[src/rtl/idex_stage_reg_if.sv]
// ID/EX stage bundle: ID-side handshake and operands in, EX-side payload and
// regenerated control out. The stage uses 'slave'; the environment uses 'master'.
interface idex_stage_reg_if #(
    parameter int DW = 32,
    parameter int RW = 5
);
    logic          flush;
    logic          loaduse;
    logic          id_valid;
    logic          id_ready;
    logic          ex_ready;
    logic          ex_valid;
    logic          busy;

    logic [DW-1:0] pc_id, busA_id, busB_id, hi_id, lo_id, cpr_id;
    logic [5:0]    op_id, func_id;
    logic [RW-1:0] rs_id, rt_id, rd_id, shamt_id;
    logic [15:0]   imm16_id;

    logic [DW-1:0] pc_ex, busA_ex, busB_ex, hi_ex, lo_ex, cpr_ex;
    logic [5:0]    op_ex, func_ex;
    logic [RW-1:0] rs_ex, rt_ex, rd_ex, shamt_ex;
    logic [15:0]   imm16_ex;

    logic [4:0]    alu_ctr;
    logic          ext_op, reg_dst, alu_src, mem_read, mem_write, reg_write;

    modport slave (
        input  flush, loaduse, id_valid, ex_ready,
        input  pc_id, busA_id, busB_id, hi_id, lo_id, cpr_id,
        input  op_id, func_id, rs_id, rt_id, rd_id, shamt_id, imm16_id,
        output id_ready, ex_valid, busy,
        output pc_ex, busA_ex, busB_ex, hi_ex, lo_ex, cpr_ex,
        output op_ex, func_ex, rs_ex, rt_ex, rd_ex, shamt_ex, imm16_ex,
        output alu_ctr, ext_op, reg_dst, alu_src, mem_read, mem_write, reg_write
    );

    modport master (
        output flush, loaduse, id_valid, ex_ready,
        output pc_id, busA_id, busB_id, hi_id, lo_id, cpr_id,
        output op_id, func_id, rs_id, rt_id, rd_id, shamt_id, imm16_id,
        input  id_ready, ex_valid, busy,
        input  pc_ex, busA_ex, busB_ex, hi_ex, lo_ex, cpr_ex,
        input  op_ex, func_ex, rs_ex, rt_ex, rd_ex, shamt_ex, imm16_ex,
        input  alu_ctr, ext_op, reg_dst, alu_src, mem_read, mem_write, reg_write
    );
endinterface

[src/rtl/idex_stage_reg.sv]
// ID/EX pipeline register with valid/ready handshake, flush, load-use bubbles
// and a MULT/DIV occupancy countdown. State updates on the falling edge of clk.
module idex_stage_reg #(
    parameter int DW            = 32,
    parameter int RW            = 5,
    parameter int MULDIV_CYCLES = 4
) (
    input  logic             clk,
    input  logic             rst,
    idex_stage_reg_if.slave  bus
);
    localparam int CW = (MULDIV_CYCLES > 1) ? $clog2(MULDIV_CYCLES) : 1;

    localparam logic [5:0] OP_RTYPE = 6'b000000;
    localparam logic [5:0] OP_ADDIU = 6'b001001;
    localparam logic [5:0] OP_SLTI  = 6'b001010;
    localparam logic [5:0] OP_SLTIU = 6'b001011;
    localparam logic [5:0] OP_ANDI  = 6'b001100;
    localparam logic [5:0] OP_ORI   = 6'b001101;
    localparam logic [5:0] OP_XORI  = 6'b001110;
    localparam logic [5:0] OP_LUI   = 6'b001111;
    localparam logic [5:0] OP_LW    = 6'b100011;
    localparam logic [5:0] OP_SW    = 6'b101011;

    typedef enum logic [1:0] {IDLE, FULL, MDWAIT} state_t;

    typedef enum logic [4:0] {
        ALU_NOP  = 5'd0,  ALU_ADDU = 5'd1,  ALU_SUBU  = 5'd2,  ALU_AND  = 5'd3,
        ALU_OR   = 5'd4,  ALU_XOR  = 5'd5,  ALU_NOR   = 5'd6,  ALU_SLT  = 5'd7,
        ALU_SLTU = 5'd8,  ALU_SLL  = 5'd9,  ALU_SRL   = 5'd10, ALU_SRA  = 5'd11,
        ALU_LUI  = 5'd12, ALU_ADD  = 5'd13, ALU_SUB   = 5'd14, ALU_MULT = 5'd15,
        ALU_MULTU = 5'd16, ALU_DIV = 5'd17, ALU_DIVU  = 5'd18
    } alu_op_t;

    typedef struct packed {
        logic [DW-1:0] pc, busA, busB, hi, lo, cpr;
        logic [5:0]    op, func;
        logic [RW-1:0] rs, rt, rd, shamt;
        logic [15:0]   imm16;
    } payload_t;

    state_t          state_q, state_d;
    logic [CW-1:0]   count_q, count_d;
    payload_t        pay_q, pay_d;
    logic            load, accept, is_muldiv, ex_valid, busy;

    assign ex_valid     = (state_q != IDLE);
    assign busy         = (state_q == MDWAIT);
    assign bus.ex_valid = ex_valid;
    assign bus.busy     = busy;
    assign bus.id_ready = !busy && !bus.loaduse && (!ex_valid || bus.ex_ready);
    assign accept       = bus.id_valid && bus.id_ready;
    assign is_muldiv    = (bus.op_id == OP_RTYPE) && (bus.func_id[5:2] == 4'b0110);

    assign pay_d = '{pc: bus.pc_id, busA: bus.busA_id, busB: bus.busB_id,
                     hi: bus.hi_id, lo: bus.lo_id, cpr: bus.cpr_id,
                     op: bus.op_id, func: bus.func_id, rs: bus.rs_id,
                     rt: bus.rt_id, rd: bus.rd_id, shamt: bus.shamt_id,
                     imm16: bus.imm16_id};

    // NOTE: every signal written here gets a default first, so no path leaves it unassigned (no latch).
    always_comb begin
        state_d = state_q;
        count_d = count_q;
        load    = 1'b0;
        if (bus.flush) begin
            state_d = IDLE;
            count_d = '0;
        end else if (state_q == MDWAIT) begin
            count_d = count_q - CW'(1);
            if (count_q == CW'(1)) state_d = FULL;
        end else if (bus.loaduse && (!ex_valid || bus.ex_ready)) begin
            state_d = IDLE;
        end else if (ex_valid && !bus.ex_ready) begin
            state_d = state_q;  // EX stalled: hold everything
        end else if (accept) begin
            load = 1'b1;
            if (is_muldiv && MULDIV_CYCLES > 1) begin
                state_d = MDWAIT;
                count_d = CW'(MULDIV_CYCLES - 1);
            end else begin
                state_d = FULL;
            end
        end else begin
            state_d = IDLE;
        end
    end

    // NOTE: sequential state uses non-blocking assignments so all registers see pre-edge values.
    always_ff @(negedge clk) begin
        if (rst) begin
            state_q <= IDLE;
            count_q <= '0;
        end else begin
            state_q <= state_d;
            count_q <= count_d;
        end
    end

    // NOTE: the payload is reset too, because EX observes it directly and must see zeros out of reset.
    always_ff @(negedge clk) begin
        if (rst)       pay_q <= '0;
        else if (load) pay_q <= pay_d;
    end

    assign bus.pc_ex    = pay_q.pc;     assign bus.busA_ex  = pay_q.busA;
    assign bus.busB_ex  = pay_q.busB;   assign bus.hi_ex    = pay_q.hi;
    assign bus.lo_ex    = pay_q.lo;     assign bus.cpr_ex   = pay_q.cpr;
    assign bus.op_ex    = pay_q.op;     assign bus.func_ex  = pay_q.func;
    assign bus.rs_ex    = pay_q.rs;     assign bus.rt_ex    = pay_q.rt;
    assign bus.rd_ex    = pay_q.rd;     assign bus.shamt_ex = pay_q.shamt;
    assign bus.imm16_ex = pay_q.imm16;

    alu_op_t alu;
    logic    ext, dst, src, mrd, mwr, rwr;

    always_comb begin
        alu = ALU_NOP;
        ext = 1'b0; dst = 1'b0; src = 1'b0; mrd = 1'b0; mwr = 1'b0; rwr = 1'b0;
        if (pay_q.op == OP_RTYPE) begin
            dst = 1'b1;
            rwr = 1'b1;
            case (pay_q.func)
                6'b100000: alu = ALU_ADD;
                6'b100001: alu = ALU_ADDU;
                6'b100010: alu = ALU_SUB;
                6'b100011: alu = ALU_SUBU;
                6'b100100: alu = ALU_AND;
                6'b100101: alu = ALU_OR;
                6'b100110: alu = ALU_XOR;
                6'b100111: alu = ALU_NOR;
                6'b101010: alu = ALU_SLT;
                6'b101011: alu = ALU_SLTU;
                6'b000000: alu = ALU_SLL;
                6'b000010: alu = ALU_SRL;
                6'b000011: alu = ALU_SRA;
                6'b011000: begin alu = ALU_MULT;  rwr = 1'b0; end  // results go to hi/lo
                6'b011001: begin alu = ALU_MULTU; rwr = 1'b0; end
                6'b011010: begin alu = ALU_DIV;   rwr = 1'b0; end
                6'b011011: begin alu = ALU_DIVU;  rwr = 1'b0; end
                default:   rwr = 1'b0;
            endcase
        end else begin
            case (pay_q.op)
                OP_ADDIU: begin alu = ALU_ADDU; ext = 1'b1; src = 1'b1; rwr = 1'b1; end
                OP_SLTI:  begin alu = ALU_SLT;  ext = 1'b1; src = 1'b1; rwr = 1'b1; end
                OP_SLTIU: begin alu = ALU_SLTU; ext = 1'b1; src = 1'b1; rwr = 1'b1; end
                OP_ANDI:  begin alu = ALU_AND;  src = 1'b1; rwr = 1'b1; end
                OP_ORI:   begin alu = ALU_OR;   src = 1'b1; rwr = 1'b1; end
                OP_XORI:  begin alu = ALU_XOR;  src = 1'b1; rwr = 1'b1; end
                OP_LUI:   begin alu = ALU_LUI;  src = 1'b1; rwr = 1'b1; end
                OP_LW:    begin alu = ALU_ADDU; ext = 1'b1; src = 1'b1; mrd = 1'b1; rwr = 1'b1; end
                OP_SW:    begin alu = ALU_ADDU; ext = 1'b1; src = 1'b1; mwr = 1'b1; end
                default:  alu = ALU_NOP;
            endcase
        end
    end

    // Bubbles must never drive memory or register-file writes.
    assign bus.alu_ctr   = ex_valid ? alu : ALU_NOP;
    assign bus.ext_op    = ex_valid & ext;
    assign bus.reg_dst   = ex_valid & dst;
    assign bus.alu_src   = ex_valid & src;
    assign bus.mem_read  = ex_valid & mrd;
    assign bus.mem_write = ex_valid & mwr;
    assign bus.reg_write = ex_valid & rwr;
endmodule
[src/flat_wrapper.sv]
// flat-port wrapper written by rule: the top's interface ports become plain ports
module idex_stage_reg_flat 
#(
    parameter int DW            = 32,
    parameter int RW            = 5,
    parameter int MULDIV_CYCLES = 4
)
  (clk, rst, bus_flush, bus_loaduse, bus_id_valid, bus_ex_ready, bus_pc_id, bus_busA_id, bus_busB_id, bus_hi_id, bus_lo_id, bus_cpr_id, bus_op_id, bus_func_id, bus_rs_id, bus_rt_id, bus_rd_id, bus_shamt_id, bus_imm16_id, bus_id_ready, bus_ex_valid, bus_busy, bus_pc_ex, bus_busA_ex, bus_busB_ex, bus_hi_ex, bus_lo_ex, bus_cpr_ex, bus_op_ex, bus_func_ex, bus_rs_ex, bus_rt_ex, bus_rd_ex, bus_shamt_ex, bus_imm16_ex, bus_alu_ctr, bus_ext_op, bus_reg_dst, bus_alu_src, bus_mem_read, bus_mem_write, bus_reg_write);
  idex_stage_reg_if #(.DW(DW), .RW(RW)) bus_i ();
  input  logic clk;
  input  logic rst;
  input wire logic [$bits(bus_i.flush)-1:0] bus_flush;
  input wire logic [$bits(bus_i.loaduse)-1:0] bus_loaduse;
  input wire logic [$bits(bus_i.id_valid)-1:0] bus_id_valid;
  input wire logic [$bits(bus_i.ex_ready)-1:0] bus_ex_ready;
  input wire logic [$bits(bus_i.pc_id)-1:0] bus_pc_id;
  input wire logic [$bits(bus_i.busA_id)-1:0] bus_busA_id;
  input wire logic [$bits(bus_i.busB_id)-1:0] bus_busB_id;
  input wire logic [$bits(bus_i.hi_id)-1:0] bus_hi_id;
  input wire logic [$bits(bus_i.lo_id)-1:0] bus_lo_id;
  input wire logic [$bits(bus_i.cpr_id)-1:0] bus_cpr_id;
  input wire logic [$bits(bus_i.op_id)-1:0] bus_op_id;
  input wire logic [$bits(bus_i.func_id)-1:0] bus_func_id;
  input wire logic [$bits(bus_i.rs_id)-1:0] bus_rs_id;
  input wire logic [$bits(bus_i.rt_id)-1:0] bus_rt_id;
  input wire logic [$bits(bus_i.rd_id)-1:0] bus_rd_id;
  input wire logic [$bits(bus_i.shamt_id)-1:0] bus_shamt_id;
  input wire logic [$bits(bus_i.imm16_id)-1:0] bus_imm16_id;
  output wire logic [$bits(bus_i.id_ready)-1:0] bus_id_ready;
  output wire logic [$bits(bus_i.ex_valid)-1:0] bus_ex_valid;
  output wire logic [$bits(bus_i.busy)-1:0] bus_busy;
  output wire logic [$bits(bus_i.pc_ex)-1:0] bus_pc_ex;
  output wire logic [$bits(bus_i.busA_ex)-1:0] bus_busA_ex;
  output wire logic [$bits(bus_i.busB_ex)-1:0] bus_busB_ex;
  output wire logic [$bits(bus_i.hi_ex)-1:0] bus_hi_ex;
  output wire logic [$bits(bus_i.lo_ex)-1:0] bus_lo_ex;
  output wire logic [$bits(bus_i.cpr_ex)-1:0] bus_cpr_ex;
  output wire logic [$bits(bus_i.op_ex)-1:0] bus_op_ex;
  output wire logic [$bits(bus_i.func_ex)-1:0] bus_func_ex;
  output wire logic [$bits(bus_i.rs_ex)-1:0] bus_rs_ex;
  output wire logic [$bits(bus_i.rt_ex)-1:0] bus_rt_ex;
  output wire logic [$bits(bus_i.rd_ex)-1:0] bus_rd_ex;
  output wire logic [$bits(bus_i.shamt_ex)-1:0] bus_shamt_ex;
  output wire logic [$bits(bus_i.imm16_ex)-1:0] bus_imm16_ex;
  output wire logic [$bits(bus_i.alu_ctr)-1:0] bus_alu_ctr;
  output wire logic [$bits(bus_i.ext_op)-1:0] bus_ext_op;
  output wire logic [$bits(bus_i.reg_dst)-1:0] bus_reg_dst;
  output wire logic [$bits(bus_i.alu_src)-1:0] bus_alu_src;
  output wire logic [$bits(bus_i.mem_read)-1:0] bus_mem_read;
  output wire logic [$bits(bus_i.mem_write)-1:0] bus_mem_write;
  output wire logic [$bits(bus_i.reg_write)-1:0] bus_reg_write;
  assign bus_i.flush = bus_flush;
  assign bus_i.loaduse = bus_loaduse;
  assign bus_i.id_valid = bus_id_valid;
  assign bus_i.ex_ready = bus_ex_ready;
  assign bus_i.pc_id = bus_pc_id;
  assign bus_i.busA_id = bus_busA_id;
  assign bus_i.busB_id = bus_busB_id;
  assign bus_i.hi_id = bus_hi_id;
  assign bus_i.lo_id = bus_lo_id;
  assign bus_i.cpr_id = bus_cpr_id;
  assign bus_i.op_id = bus_op_id;
  assign bus_i.func_id = bus_func_id;
  assign bus_i.rs_id = bus_rs_id;
  assign bus_i.rt_id = bus_rt_id;
  assign bus_i.rd_id = bus_rd_id;
  assign bus_i.shamt_id = bus_shamt_id;
  assign bus_i.imm16_id = bus_imm16_id;
  assign bus_id_ready = bus_i.id_ready;
  assign bus_ex_valid = bus_i.ex_valid;
  assign bus_busy = bus_i.busy;
  assign bus_pc_ex = bus_i.pc_ex;
  assign bus_busA_ex = bus_i.busA_ex;
  assign bus_busB_ex = bus_i.busB_ex;
  assign bus_hi_ex = bus_i.hi_ex;
  assign bus_lo_ex = bus_i.lo_ex;
  assign bus_cpr_ex = bus_i.cpr_ex;
  assign bus_op_ex = bus_i.op_ex;
  assign bus_func_ex = bus_i.func_ex;
  assign bus_rs_ex = bus_i.rs_ex;
  assign bus_rt_ex = bus_i.rt_ex;
  assign bus_rd_ex = bus_i.rd_ex;
  assign bus_shamt_ex = bus_i.shamt_ex;
  assign bus_imm16_ex = bus_i.imm16_ex;
  assign bus_alu_ctr = bus_i.alu_ctr;
  assign bus_ext_op = bus_i.ext_op;
  assign bus_reg_dst = bus_i.reg_dst;
  assign bus_alu_src = bus_i.alu_src;
  assign bus_mem_read = bus_i.mem_read;
  assign bus_mem_write = bus_i.mem_write;
  assign bus_reg_write = bus_i.reg_write;
  idex_stage_reg #(.DW(DW), .RW(RW), .MULDIV_CYCLES(MULDIV_CYCLES)) u_core (.clk(clk), .rst(rst), .bus(bus_i));
endmodule
[config.mk]
export PLATFORM = sky130hd
export DESIGN_NAME = idex_stage_reg_flat
export DESIGN_NICKNAME = d
export VERILOG_FILES = /design/src/rtl/idex_stage_reg_if.sv /design/src/rtl/idex_stage_reg.sv /design/src/flat_wrapper.sv
export SDC_FILE = /design/constraint.sdc
export NUM_CORES = 1
export LEC_CHECK = 0
export ABC_CLOCK_PERIOD_IN_PS = 4500
export BUFFER_PORTS_ARGS = -buffer_cell sky130_fd_sc_hd__buf_2
export CAP_MARGIN = 0
export CORE_AREA = 2 2 193 195
export CTS_CLUSTER_DIAMETER = 30
export DETAILED_ROUTE_END_ITERATION = 7
export DIE_AREA = 0 0 195 197
export PLACE_DENSITY = 0.51
export SETUP_SLACK_MARGIN = 0.15
export SYNTH_ARGS = -nofsm -noshare
export SYNTH_HDL_FRONTEND = slang
export SYNTH_SLANG_ARGS = --single-unit
[constraint.sdc]
create_clock -name clk -period 4.5 [get_ports clk]
set_clock_uncertainty 0.15 [all_clocks]
set_input_delay 0.45 -clock clk [delete_from_list [all_inputs] [get_ports clk]]
set_output_delay 0.45 -clock clk [all_outputs]
set_load 0.005 [all_outputs]
==> results.cfg <==
[synth]
yosysTopAreaCell = dfxtp_1
yosysSeqAreaShare = 0.544
synth_nets = 1413
synthTopCellsByArea = dfxtp_1 (54%), nand2_1 (20%), a21oi_1 (14%)
synth_cells = 1166
yosysTopAreaCellShare = 0.544
yosysUniqueCellTypes = 45
ys_ff_latch = 244
synthFlopType = dfxtp_1
synth_fa_ha_area_frac = 0.00251
synth_top_family_by_area = simple AND/OR/NAND/NOR gates
synth-edff-count = 0
synth_compound_area_frac = 0.166
muxShareOfSynthArea = 0.00112
avgSynthCellArea_sq_um = 7.70
yosysWarnings = 0
async_flop_share = 0
synthesis.area_sq_mm = 0.00898
synthSimpleGateAreaFrac = 0.237
synth-xor-area-share = 0.00195

[critical_path]
path_delay_family = simple AND/OR/NAND/NOR gates
worst_setup_path_end_kind = output pin
cp.buffers_inverters = 2
max_stage_delay_ns = 0.55
arrival_ns = 4.52
path_max_fanout = 4
regToRegSetupSlack_ns = 2.20
worstPathRequired_ns = 3.90
timing.critical_path.slowest_stage_cell = or4bb_1
crit_cells = 6
r2r_cells = 10
timing.rr.end = u_core.bus.hi_ex[13]
worstPathCellList = or4bb_1 -> buf_6 -> o21ai_2 -> a21oi_2 -> a2111oi_2 -> buf_2
crit_path_start_kind = register
crit_type = register to output pin
r2r_start = u_core.state_q[1]

[place]
port_buffers = 499
place_area_sq_mm = 0.0122
place.gp.congestion = 0.842
dpl.hpwl_microns = 24400

[routing]
drtIter0Drc = 380
wl_per_cell_microns = 14.2
ant_nets = 0
vias = 10800
drc = 0
drt_pass1_iterations = 4
vias_per_cell = 4.39
routed_wl_microns = 35100

[floorplan]
die_h_microns = 197
dieArea_sq_mm = 0.0384
ios = 500
row_count = 70
die_w_microns = 195
initial_core_util = 0.248
core_area_sq_mm = 0.0363

[power]
p_sw_mw = 2.16
share_comb_of_total_power = 0.061
netSwitchingFraction = 0.270
p_per_area_mw_per_mm2 = 514
p_int_mw = 5.85
p_leak_nw = 8.01
p_seq_frac = 0.286
finalPower_mw = 8.01
ir_drop_v = 0.000416
p_clk_frac = 0.653

[timing]
rsz0062_at_grt = yes
hold_viol_final = 0
worstMarginPinSlew_ns = 0.449
setup_tns_ns = -3.68
fin_ws_ns = -0.616
whs_ns = 0.294
setup_viol = 10
slew_viol_final = 0
relSlewSlack = 0.699

[worst_hold_path]
hold_class = register to register
hold_start = u_core.bus.busB_ex[22]
hold_end = u_core.bus.busB_ex[22]
hold_depth = 2

[final_layout]
layout_common_cells = buf_2 (496), nand2_1 (481), inv_1 (260), a21oi_1 (245), dfxtp_1 (235)
final_util = 0.430
drive_gt1_frac = 0.355
multi_input_area_sq_mm = 0.00386
final_common_cell = buf_2
regArea_sq_mm = 0.00491
final_area_sq_mm = 0.0156
syn2layout_area_growth_pct = 73.6
final_nets = 2193
n_fill_cell = 3843

[global_route]
grt_max_degree = 65
antenna_found_initial = 2
grt_pass1_vias = 11100
grtUsageTotal = 0.173
overflow = 0
grt_first_pass_wirelength_microns = 53400

[cts]
root_buffer = clkbuf_16
cts_tree = yes
numCtsBuffers = 61
cts_max_level = 2
clk_latency_ns = 0.60
clockBufferDepth = 3
clkSinkCount = 244
clk_pin_slew_worst_paths_ns = 0.03

[job]
maxCapViolCount = 0

[status]
outcome = finished with violations
violations = setup timing
==> worst max-delay path by stage <==
| stage | start | end |
|---|---|---|
| after floorplan | u_core.bus.func_ex[4] | bus_alu_ctr[1] |
| after global placement | u_core.bus.func_ex[5] | bus_alu_ctr[1] |
| after detailed placement | u_core.bus.func_ex[5] | bus_alu_ctr[1] |
| after CTS | u_core.bus.func_ex[2] | bus_alu_ctr[1] |
| after global routing | u_core.bus.func_ex[5] | bus_alu_ctr[1] |
| final | u_core.bus.func_ex[5] | bus_alu_ctr[1] |
==> kinds of logic after synthesis <==
group / after synthesis
flops: 244
buf+inv: 97
xor+xnor: 2
mux: 1
fa+ha+maj: 2
compound gates: 281
simple gates: 539
==> per-layer routing <==
layer / up-vias / GRT usage / routed length [microns]
met1: 4987 / 0.173 / 13600
met2: 372 / 0.287 / 17900
met3: 62 / 0.0806 / 2590
met4: 0 / 0.119 / 997
li1: 5387 / - / -
met5: - / 0 / 0
==> registers in the layout, summed over array words and instances, names as in the netlist, 6 cells and up <==
| name | count |
|---|---|
| u_core.bus.busA_ex | 32 |
| u_core.bus.cpr_ex | 32 |
| u_core.bus.imm16_ex | 16 |
| u_core.bus.pc_ex | 32 |
| u_core.bus.lo_ex | 32 |
| u_core.bus.op_ex | 6 |
| u_core.bus.func_ex | 6 |
| u_core.bus.busB_ex | 32 |
| u_core.bus.hi_ex | 32 |
==> cells in the mapped netlist (2+ instances only) <==
master,n
nor2b_1,4
a21boi_0,2
a211oi_1,4
buf_4,10
o21ai_0,6
buf_2,17
and3_1,2
a221oi_1,2
or3b_2,2
inv_1,6
nand2_1,485
a21oi_1,248
nor2_1,17
clkbuf_1,64
dfxtp_1,244
o211ai_1,2
nor3_1,6
nor4_1,4
o21a_1,3
nand2b_1,8
o31ai_1,3
a31oi_1,2
nand3_1,3
==> stage by stage <==
stage,instances,setup WS (ns)
after CTS,2448,-0.639
after detailed placement,2090,-0.0131
final,2463,-0.616
after global placement,2090,-0.0107
after global routing,2463,-0.764
after floorplan,1166,0.130
==> worst register-to-register path: cells and delay by family (launching register included) <==
family	cells	cell delay [ns]
flip-flops	1	0.31
buffers and inverters	6	0.93
AO/OA/AOI/OAI	2	0.40
AND/OR/NAND/NOR	2	0.41
==> power groups by stage <==
stage	Combinational (mW)	Clock (mW)	Sequential (mW)
2_1_floorplan	0.187	0.328	2.32
3_3_place_gp	0.463	0.328	2.31
3_5_place_dp	0.465	0.328	2.32
4_1_cts	0.481	5.39	2.29
5_1_grt	0.538	5.69	2.29
6_report	0.488	5.23	2.29
==> final cells by class <==
| type | count | area share |
|---|---|---|
| diodes | 2 | 0.000321 |
| clock buffers | 61 | 0.0980 |
| clock inverters | 293 | 0.0941 |
| inverters | 5 | 0.00120 |
| multi-input cells | 825 | 0.248 |
| flip-flops and latches | 244 | 0.315 |
| well taps | 468 | 0.0376 |
| repair buffers | 565 | 0.206 |
==> what timing repair did <==
| action | 4_1_cts | 5_1_grt |
|---|---|---|
| hold endpoints to repair | 0 | 0 |
| hold buffers | 0 | 0 |
| gates cloned | 0 | 0 |
| buffers inserted | 5 | 13 |
| pin swaps | 11 | 13 |
| endpoints found under the setup margin | 13 | 12 |
| resized for setup | 48 | 22 |
Power figures use the tool's default switching activity.
